[config.mk]
export PLATFORM = sky130hd
export DESIGN_NAME = div4_seq
export DESIGN_NICKNAME = d
export VERILOG_FILES = /design/src/rtl/div4_seq_pkg.sv /design/src/rtl/div4_seq_sub_stage.sv /design/src/rtl/div4_seq.sv
export SDC_FILE = /design/constraint.sdc
export NUM_CORES = 1
export LEC_CHECK = 0
export ABC_AREA = 0
export BUFFER_PORTS_ARGS = -buffer_cell sky130_fd_sc_hd__buf_2
export CORE_ASPECT_RATIO = 1.75
export CORE_MARGIN = 2
export CORE_UTILIZATION = 35
export DETAILED_ROUTE_END_ITERATION = 7
export HOLD_SLACK_MARGIN = 0.02
export PLACE_DENSITY = 0.54
export SETUP_SLACK_MARGIN = 0.1
export SLEW_MARGIN = 10
export SYNTH_ARGS = -nofsm -noshare
export SYNTH_HDL_FRONTEND = slang
export SYNTH_SLANG_ARGS = --single-unit
[constraint.sdc]
create_clock -name clk -period 1.6 [get_ports clk]
set_input_delay 0.16 -clock clk [delete_from_list [all_inputs] [get_ports clk]]
set_output_delay 0.16 -clock clk [all_outputs]
set_load 0.01 [all_outputs]
[src/rtl/div4_seq_pkg.sv]
// Shared types and constants for the sequential restoring divider.
package div4_seq_pkg;

    typedef enum logic [1:0] {
        IDLE = 2'd0,
        RUN  = 2'd1,
        DONE = 2'd2
    } state_t;

    localparam int DEFAULT_WIDTH = 4;

    // Sliced down to WIDTH bits where used.
    localparam logic [63:0] DBZ_QUOTIENT = '1;

endpackage

[src/rtl/div4_seq_sub_stage.sv]
// Combinational trial subtractor for one restoring-division step.
module sub_stage #(
    parameter int W = 5
) (
    input  logic [W-1:0] a,
    input  logic [W-1:0] b,
    output logic [W-1:0] diff,
    output logic         neg
);

    // The extra top bit of the widened subtraction is the borrow.
    always_comb begin
        {neg, diff} = {1'b0, a} - {1'b0, b};
    end

endmodule

[src/rtl/div4_seq.sv]
// Sequential unsigned restoring divider: one quotient bit per cycle, MSB first,
// with a fixed WIDTH+1 cycle start-to-done latency.
module div4_seq
    import div4_seq_pkg::*;
#(
    parameter int WIDTH = DEFAULT_WIDTH
) (
    input  logic             clk,
    input  logic             rst_n,
    input  logic             start,
    input  logic [WIDTH-1:0] dividend,
    input  logic [WIDTH-1:0] divisor,
    output logic             busy,
    output logic             done,
    output logic [WIDTH-1:0] quotient,
    output logic [WIDTH-1:0] remainder,
    output logic             div_by_zero
);

    localparam int CW = $clog2(WIDTH + 1);

    state_t           state;
    logic [WIDTH:0]   rem_r;
    logic [WIDTH-1:0] quo_r;
    logic [WIDTH-1:0] dvs_r;
    logic [CW-1:0]    cnt;
    logic             dbz_r;

    logic [2*WIDTH:0] shift_all;
    logic [WIDTH:0]   rem_sh;
    logic [WIDTH-1:0] quo_sh;
    logic [WIDTH:0]   trial;
    logic             neg;
    logic [WIDTH:0]   rem_nxt;
    logic [WIDTH-1:0] quo_nxt;
    logic             cnt_last;

    // quo_r starts as the dividend and its bits shift into rem_r as quotient bits fill in.
    always_comb begin
        shift_all = {rem_r, quo_r} << 1;
        rem_sh    = shift_all[2*WIDTH:WIDTH];
        quo_sh    = shift_all[WIDTH-1:0];
        rem_nxt   = neg ? rem_sh : trial;
        quo_nxt   = quo_sh | WIDTH'(!neg);
        cnt_last  = (cnt == CW'(1));
    end

    sub_stage #(
        .W(WIDTH + 1)
    ) u_sub (
        .a   (rem_sh),
        .b   ({1'b0, dvs_r}),
        .diff(trial),
        .neg (neg)
    );

    always_ff @(posedge clk or negedge rst_n) begin
        if (!rst_n) begin
            state       <= IDLE;
            busy        <= 1'b0;
            done        <= 1'b0;
            quotient    <= '0;
            remainder   <= '0;
            div_by_zero <= 1'b0;
            rem_r       <= '0;
            quo_r       <= '0;
            dvs_r       <= '0;
            cnt         <= '0;
            dbz_r       <= 1'b0;
        end else begin
            done <= 1'b0;
            case (state)
                IDLE, DONE: begin
                    if (start) begin
                        state <= RUN;
                        busy  <= 1'b1;
                        quo_r <= dividend;
                        dvs_r <= divisor;
                        rem_r <= '0;
                        cnt   <= CW'(WIDTH);
                        dbz_r <= (divisor == '0);
                    end else begin
                        state <= IDLE;
                    end
                end
                RUN: begin
                    rem_r <= rem_nxt;
                    quo_r <= quo_nxt;
                    cnt   <= cnt - CW'(1);
                    if (cnt_last) begin
                        state       <= DONE;
                        busy        <= 1'b0;
                        done        <= 1'b1;
                        quotient    <= dbz_r ? DBZ_QUOTIENT[WIDTH-1:0] : quo_nxt;
                        remainder   <= rem_nxt[WIDTH-1:0];
                        div_by_zero <= dbz_r;
                    end
                end
                default: state <= IDLE;
            endcase
        end
    end

endmodule

# After elaboration in Yosys (flattened, before gate mapping)

Index checks and enable logic that the tools add are counted.

Output and inout bits: 11
Word-level logic and storage cells: 44
Register bits after elaboration: 29

Add/sub/neg operators: 2
Bitwise logic cells: 1
Eq/ne operators: 5
Multiplexer cells: 16
Reductions and logical operators: 9

Operator list:

| operator                                            | number |
|---|---|
| 2-to-1 mux 4 bit                                    | 4 |
| case mux 4 bit (2 select lines)                     | 2 |
| case mux 3 bit (2 select lines)                     | 1 |
| AND reduction 2 bit                                 | 3 |
| subtractor 5 x 4 -> 6 bit                           | 1 |
| 2-to-1 mux 1 bit                                    | 5 |
| zero test 4 bit                                     | 1 |
| inequality test 2 bit, second input constant        | 2 |
| bitwise OR 4 x 1 -> 4 bit                           | 1 |
| case mux 2 bit (2 select lines)                     | 1 |
| equality test 3 x 1 -> 1 bit, second input constant | 1 |
| 2-to-1 mux 3 bit                                    | 1 |
| AND reduction 3 bit                                 | 1 |
| subtractor 3 x 1 -> 3 bit, second input constant    | 1 |
| equality test 2 x 1 -> 1 bit, second input constant | 1 |
| equality test 2 bit, second input constant          | 1 |
| zero test 2 bit                                     | 1 |
| 2-to-1 mux 2 bit                                    | 1 |
| case mux 1 bit (2 select lines)                     | 1 |
| nonzero test 2 bit                                  | 1 |
| OR reduction 2 bit                                  | 1 |
| zero test 1 bit                                     | 1 |

# Logic depth before layout (Yosys ltp)

Gate-level depths: netlist (run 1).

Word-level depth: 4
Depth in mapped cells: 7
Depth with buffers taken out: 7

# By module

From an unflattened synthesis (run 1), not the netlist that was laid out.

Cell total of the unflattened synthesis: 145
Area, all modules: 1436.4 um^2

By module, submodules not included:

| module    | sequential area each (um^2) | area an instance (um^2) | cells an instance | instances |
|---|---|---|---|---|
| div4_seq  | 725.7                       | 1229.9                  | 116               | 1 |
| sub_stage | 0.0                         | 206.4                   | 29                | 1 |

# Least setup slack after synthesis (run 1)

OpenSTA, ideal clock, no wires.

Kind: reg-to-reg
Start: register rem_r[0]
End: register rem_r[3]
Clock period less this slack: 1600 ps
Data arrival time: 1524 ps
Path buffers: 0
Cell stages (with the launch flop): 6
Slack: 0 ps
Cells stage by stage: dfrtp_1 > ha_1 > nor2b_4 > o31a_1 > or3_1 > o21ai_1

Cells in the longest elaborated chain, start to end: 3

RTL lines:

| item                            | line                     | text |
|---|---|---|
| from (decl)                     | div4_seq.sv:23           | `logic [WIDTH:0] rem_r;` |
| from (signal assigned)          | div4_seq.sv:87           | `rem_r <= rem_nxt;` |
| subtractor 5 x 4 -> 6 bit       | div4_seq_sub_stage.sv:13 | `{neg, diff} = {1'b0, a} - {1'b0, b};` |
| 2-to-1 mux 4 bit                | div4_seq.sv:43           | `rem_nxt = neg ? rem_sh : trial;` |
| case mux 4 bit (2 select lines) | div4_seq.sv:72           | `case (state)` |

Every way passes these cells.
A chain may end at the register's enable or synchronous reset.

# Final worst setup path (run 1)

Start: register rem_r[0]
End: register rem_r[2]

Same word-level chain as after synthesis.

==> results of run 1 <==
[cell usage after synthesis]
cell type,n,share of area
a211o_1,1,0.0063
o31ai_1,1,0.0054
inv_1,8,0.022
fa_1,1,0.014
o31a_1,1,0.0063
nor3_2,1,0.0072
nand4_1,6,0.027
nor2_2,1,0.0045
a31oi_1,2,0.0090
o21ai_0,13,0.047
dfrtp_1,29,0.52
nand3_1,2,0.0072
nand2b_1,2,0.0090
o311ai_1,1,0.0063
nor2b_1,3,0.014
a22oi_1,1,0.0054
clkbuf_1,1,0.0027
nand2_2,1,0.0045
o21ai_1,1,0.0036
o41ai_1,1,0.0063
nor2_1,7,0.019
buf_4,1,0.0054
inv_2,1,0.0027
o311ai_0,3,0.019
o31ai_2,1,0.0090
a21oi_1,2,0.0072
or3_1,1,0.0045
ha_1,6,0.054
buf_2,2,0.0072
nor2b_4,1,0.0099
o211ai_1,1,0.0054
nand2_1,36,0.098
nor4b_1,1,0.0063
o21a_1,1,0.0054
xnor2_1,1,0.0063
nor3_1,1,0.0036
or4_1,1,0.0054
[worst max-delay path, stage by stage (launching register included)]
cell and delay [ps]:
dfrtp_1 400, ha_1 290, nor2b_4 130, o31a_1 300, nor3_2 130, buf_4 180, o211ai_1 110
[where the power goes]
group          switching [W]  internal (W)  leakage, nW
Combinational        0.00136       0.00127        0.510
Sequential          0.000232       0.00109        0.354
Clock               0.000295      0.000299       0.0439
[final cells by class]
class                      count  area share
clock inverter                 3     0.00935
clock buffer                   5      0.0367
tap                           48      0.0320
multi-input combinational    103       0.372
sequential                    29       0.387
timing repair buffer          42       0.144
inverter                       9      0.0194
[cell families after synthesis]
kind of cell,count (synthesis)
simple gates,64
compound gates,30
flops,29
buf+inv,13
fa+ha+maj,7
xor+xnor,1
[how the worst max path moves through the flow]
stage,start,to,slack [ps],cells past startpoint
floorplan,rem_r[0],rem_r[3],-0.4,5
global placement,rem_r[0],rem_r[3],-50,5
detailed placement,rem_r[0],rem_r[0],-140,6
CTS,rem_r[0],rem_r[3],-70,5
global route,quo_r[3],rem_r[2],-170,6
finish,rem_r[0],rem_r[2],-80,6
[what timing repair did]
item | in CTS | in global routing
hold endpoints to repair | 29 | 0
resized for setup | 8 | 10
gates cloned | 0 | 1
hold buffers | 1 | 0
endpoints found under the setup margin | 10 | 15
pin swaps | 4 | 4
buffers inserted | 3 | 2
[sequential cells by signal, summed over array words and instances (netlist names)]
| name | count |
|---|---|
| state | 2 |
| done | 1 |
| dvs_r | 4 |
| rem_r | 4 |
| busy | 1 |
| quotient | 4 |
| quo_r | 4 |
| div_by_zero | 1 |
| dbz_r | 1 |
| remainder | 4 |
| cnt | 3 |
[metal layers]
metal / GRT usage / wire (µm) / up-vias
li1: - / - / 596
met1: 0.171 / 1270 / 597
met5: 0 / 0 / -
met4: 0.105 / 134 / 0
met2: 0.286 / 1820 / 36
met3: 0.0395 / 131 / 14
[stage by stage]
stage / setup TNS (ps) / worst slack [ps]
2_1_floorplan: -0.371 / -0.371
3_3_place_gp: -183 / -49.0
3_5_place_dp: -687 / -141
4_1_cts: -327 / -72.5
5_1_grt: -900 / -166
6_report: -295 / -79.0
==> results.py, run 1 <==
metrics = {
    "critical_path": {
        "critPathCaptureType": "register",
        "critPathRequiredTime_ps": 1750,
        "startpoint_type": "register",
        "r2r-end": "rem_r[2]",
        "cp.arrival_ps": 1830,
        "path_class": "reg -> reg",
        "ff2ff_path_depth": 6,
        "r2r_start": "rem_r[0]",
        "path_max_fanout": 6,
        "r2r_setup_slack_ps": -80,
    },
    "synth": {
        "synth-warning-count": 0,
        "syn_avg_cell_area_um2": 9.62,
        "synth-xor-area-share": 0.00632,
        "synthDistinctLibCells": 37,
        "synth_compound_area_frac": 0.142,
        "synth_fa_ha_area_frac": 0.0687,
        "syn_nets": 162,
        "synth_top_family_by_area": "simple AND/OR/NAND/NOR gates",
        "synthMuxAreaShare": 0,
        "synth-simple-area-share": 0.220,
        "ys_seq_elements": 29,
        "ys_seq_area_frac": 0.524,
        "syn-cell-area_um2": 1390,
        "synthCells": 144,
    },
    "place": {
        "place.gp.congestion": 0.856,
        "placed_area_um2": 1640,
        "post-place-cells": 224,
        "hpwlAfterDp_um": 2380,
        "io_buffer_count": 21,
    },
    "layout": {
        "fin_cells": 239,
        "fin_area_um2": 1870,
        "drive_gt1_frac": 0.335,
        "area_delta_synth_final_pct": 35.3,
        "multiInputGateArea_um2": 697,
        "nFillCells": 398,
        "nets": 208,
        "layout_commonest_cell": "nand2_1",
        "final_cell_mix": "nand2_1 (37), dfrtp_1 (29), buf_2 (21)",
        "seqCellArea_um2": 726,
        "antenna_cells": 0,
        "post-route-util": 0.490,
    },
    "sta": {
        "min_period_ps": 1680,
        "skew_ps": 5.02,
        "finalCritPeriodShare": 1.05,
        "worst_hold_slack_ps": 85.8,
        "drv_slew": 0,
        "tightest_slew_ps": 660,
        "setup_viol": 8,
        "fmax_mhz": 596,
        "maxSlewHeadroom": 0.560,
        "rsz0062_at_grt": "true",
        "setup_ws_ps": -79.0,
        "timing_hold_violations_final": 0,
    },
    "job": {
        "cap_violations": 0,
    },
    "floorplanning": {
        "design.core.area_um2": 3830,
        "die_y_um": 87.2,
        "io_pins": 22,
        "start_util": 0.362,
        "die-area_um2": 4500,
        "die_w_um": 51.6,
        "rows": 30,
    },
    "detailed_routing": {
        "routed_via_density": 5.20,
        "drt_iter0_markers": 23,
        "wire_per_inst_um": 14.0,
        "ant_nets": 0,
        "drcViolationCount": 0,
        "first_pass_iters": 4,
        "wirelength_um": 3350,
        "vias": 1243,
    },
    "global_routing": {
        "antenna_found_initial": 0,
        "grt_start_max_net_pins": 30,
        "grt_pass1_vias": 1248,
        "globalRoute.totalOverflow": 0,
        "grt_pass1_wl_um": 5410,
        "grtUsageTotal": 0.164,
    },
    "worst_hold_path": {
        "hold_path.class": "in -> reg",
        "hold_start": "divisor[0]",
        "min_delay_path_depth": 3,
        "hold_end": "dvs_r[0]",
    },
    "clock_tree": {
        "clock_sinks": 29,
        "clk_latency_ps": 280,
        "htree_num_levels": 2,
        "path_clk_slew_ps": 70,
        "cts_buffers": 5,
        "clock_path_buffers": 2,
        "tritoncts": "done",
        "cts-root-buf": "clkbuf_8",
    },
    "pwr": {
        "p_leak_nw": 0.908,
        "power_per_cell_area_nw_per_um2": 2420,
        "worst_ir_drop_vdd_mv": 1.04,
        "fin_total_pwr_w": 0.00454,
    },
    "status": {
        "status": "complete, but fails checks",
        "violations": "negative setup slack",
    },
}
Power figures use the tool's default switching activity.
==> run 2: changes to the inputs <==
Settings changed: TNS_END_PERCENT set to 20.
==> results.py, run 2 (same netlist as run 1, synthesis figures left out) <==
metrics = {
    "status": {
        "status": "complete, but fails checks",
        "violations": "negative setup slack",
    },
    "detailed_routing": {
        "ant_nets": 0,
        "wire_per_inst_um": 13.7,
        "wirelength_um": 3230,
        "drt_iter0_markers": 15,
        "first_pass_iters": 4,
        "drcViolationCount": 0,
        "vias": 1194,
        "routed_via_density": 5.08,
    },
    "clock_tree": {
        "cts_buffers": 5,
        "clock_sinks": 29,
        "tritoncts": "done",
        "path_clk_slew_ps": 70,
        "htree_num_levels": 2,
        "clock_path_buffers": 2,
        "clk_latency_ps": 290,
        "cts-root-buf": "clkbuf_8",
    },
    "floorplanning": {
        "rows": 30,
        "die_w_um": 51.6,
        "io_pins": 22,
        "die_y_um": 87.2,
        "start_util": 0.362,
        "design.core.area_um2": 3830,
        "die-area_um2": 4500,
    },
    "pwr": {
        "switching_share": 0.385,
        "p_leak_nw": 0.906,
        "clockPowerShare": 0.195,
        "power_per_cell_area_nw_per_um2": 2490,
        "p_switching_w": 0.00181,
        "pwr-share-seq": 0.280,
        "comb_power_share": 0.526,
        "worst_ir_drop_vdd_mv": 1.01,
        "internal_power_w": 0.00290,
        "fin_total_pwr_w": 0.00471,
    },
    "layout": {
        "layout_commonest_cell": "nand2_1",
        "fin_cells": 235,
        "final_cell_mix": "nand2_1 (36), dfrtp_1 (29), buf_2 (21)",
        "nets": 204,
        "drive_gt1_frac": 0.342,
        "antenna_cells": 0,
        "area_delta_synth_final_pct": 36.4,
    },
    "critical_path": {
        "startpoint_type": "register",
        "crit_slowest_cell": "dfrtp_1",
        "cp.arrival_ps": 1860,
        "critPathCaptureType": "register",
        "path_max_fanout": 4,
        "path_class": "reg -> reg",
        "worstPathCellList": "inv_2 -> ha_4 -> nor2b_4 -> o31a_1 -> or3_1 -> o21ai_2",
        "critPathRequiredTime_ps": 1820,
        "slowest_delay_ps": 390,
    },
    "sta": {
        "finalCritPeriodShare": 1.03,
        "drv_slew": 0,
        "tns_ps": -119,
        "setup_ws_ps": -48.5,
        "fmax_mhz": 607,
        "timing_hold_violations_final": 0,
        "rsz0062_at_grt": "true",
        "maxSlewHeadroom": 0.567,
        "setup_viol": 5,
        "tightest_slew_ps": 650,
        "min_period_ps": 1650,
        "skew_ps": 9.23,
    },
    "global_routing": {
        "globalRoute.totalOverflow": 0,
        "grt_pass1_vias": 1214,
        "grt_pass1_wl_um": 5380,
        "grtUsageTotal": 0.164,
        "antenna_found_initial": 0,
        "grt_start_max_net_pins": 30,
    },
    "place": {
        "place.gp.congestion": 0.866,
        "io_buffer_count": 21,
        "hpwlAfterDp_um": 2370,
        "post-place-cells": 223,
    },
    "worst_hold_path": {
        "hold_path.class": "in -> reg",
    },
    "job": {
        "cap_violations": 0,
    },
}
## run 2: power by group through the flow
stage               registers (W)  clock network, W  logic (W)
CTS                       0.00131          0.000936    0.00222
floorplan                 0.00134                 0    0.00125
global route              0.00137          0.000960    0.00276
detailed placement        0.00132                 0    0.00210
global placement          0.00130                 0    0.00204
finish                    0.00132          0.000917    0.00248
## run 2: what timing repair did
action	CTS	global route
hold buffers	1	0
setup buffers	1	2
pin swaps	3	5
endpoints found under the setup margin	10	14
resized for setup	4	14
hold endpoints to repair	29	0
## run 2: worst max-delay path, delay by kind of cell (launching register included)
| family | cells | cell delay (ps) |
|---|---|---|
| compound gates | 2 | 450 |
| fa+ha+maj | 1 | 200 |
| buf+inv | 1 | 90 |
| flops | 1 | 390 |
| simple gates | 2 | 450 |
## run 2: layer usage
layer	share of wire	vias up	global-route usage
met5	0	-	0
met4	0.047	0	0.100
met3	0.042	16	0.0412
met2	0.53	36	0.282
met1	0.38	558	0.173
li1	-	584	-
## run 2: through the flow
stage	hold WS (ps)	setup slack [ps]	cell area, µm²	util
6_report	84.5	-48.5	1890	0.493
3_3_place_gp	230	-49.2	1630	0.427
2_1_floorplan	-136	-0.371	1390	-
4_1_cts	80.4	-68.0	1810	0.472
3_5_place_dp	236	-122	1630	0.427
5_1_grt	96.0	-115	1890	0.493
## run 2: area by class of cell
| type | instances | area [µm²] |
|---|---|---|
| Clock inverter | 3 | 65.1 |
| Sequential cell | 29 | 726 |
| Clock buffer | 5 | 68.8 |
| Timing Repair Buffer | 39 | 246 |
| Inverter | 9 | 36.3 |
| Multi-Input combinational cell | 102 | 687 |
| Tap cell | 48 | 60.1 |
| Fill cell | 400 | 1940 |
## run 2: final timing paths
path	start	end	slack [ps]	cells past startpoint
max	dvs_r[1]	rem_r[3]	-50	6
min	divisor[0]	dvs_r[0]	80	3
max reg2reg	dvs_r[1]	rem_r[3]	-50	6
min in group asynchronous	rst_n	state[1]	430	2
min reg2reg	quotient[2]	quotient[2]	470	2
max in group asynchronous	rst_n	dvs_r[2]	740	2
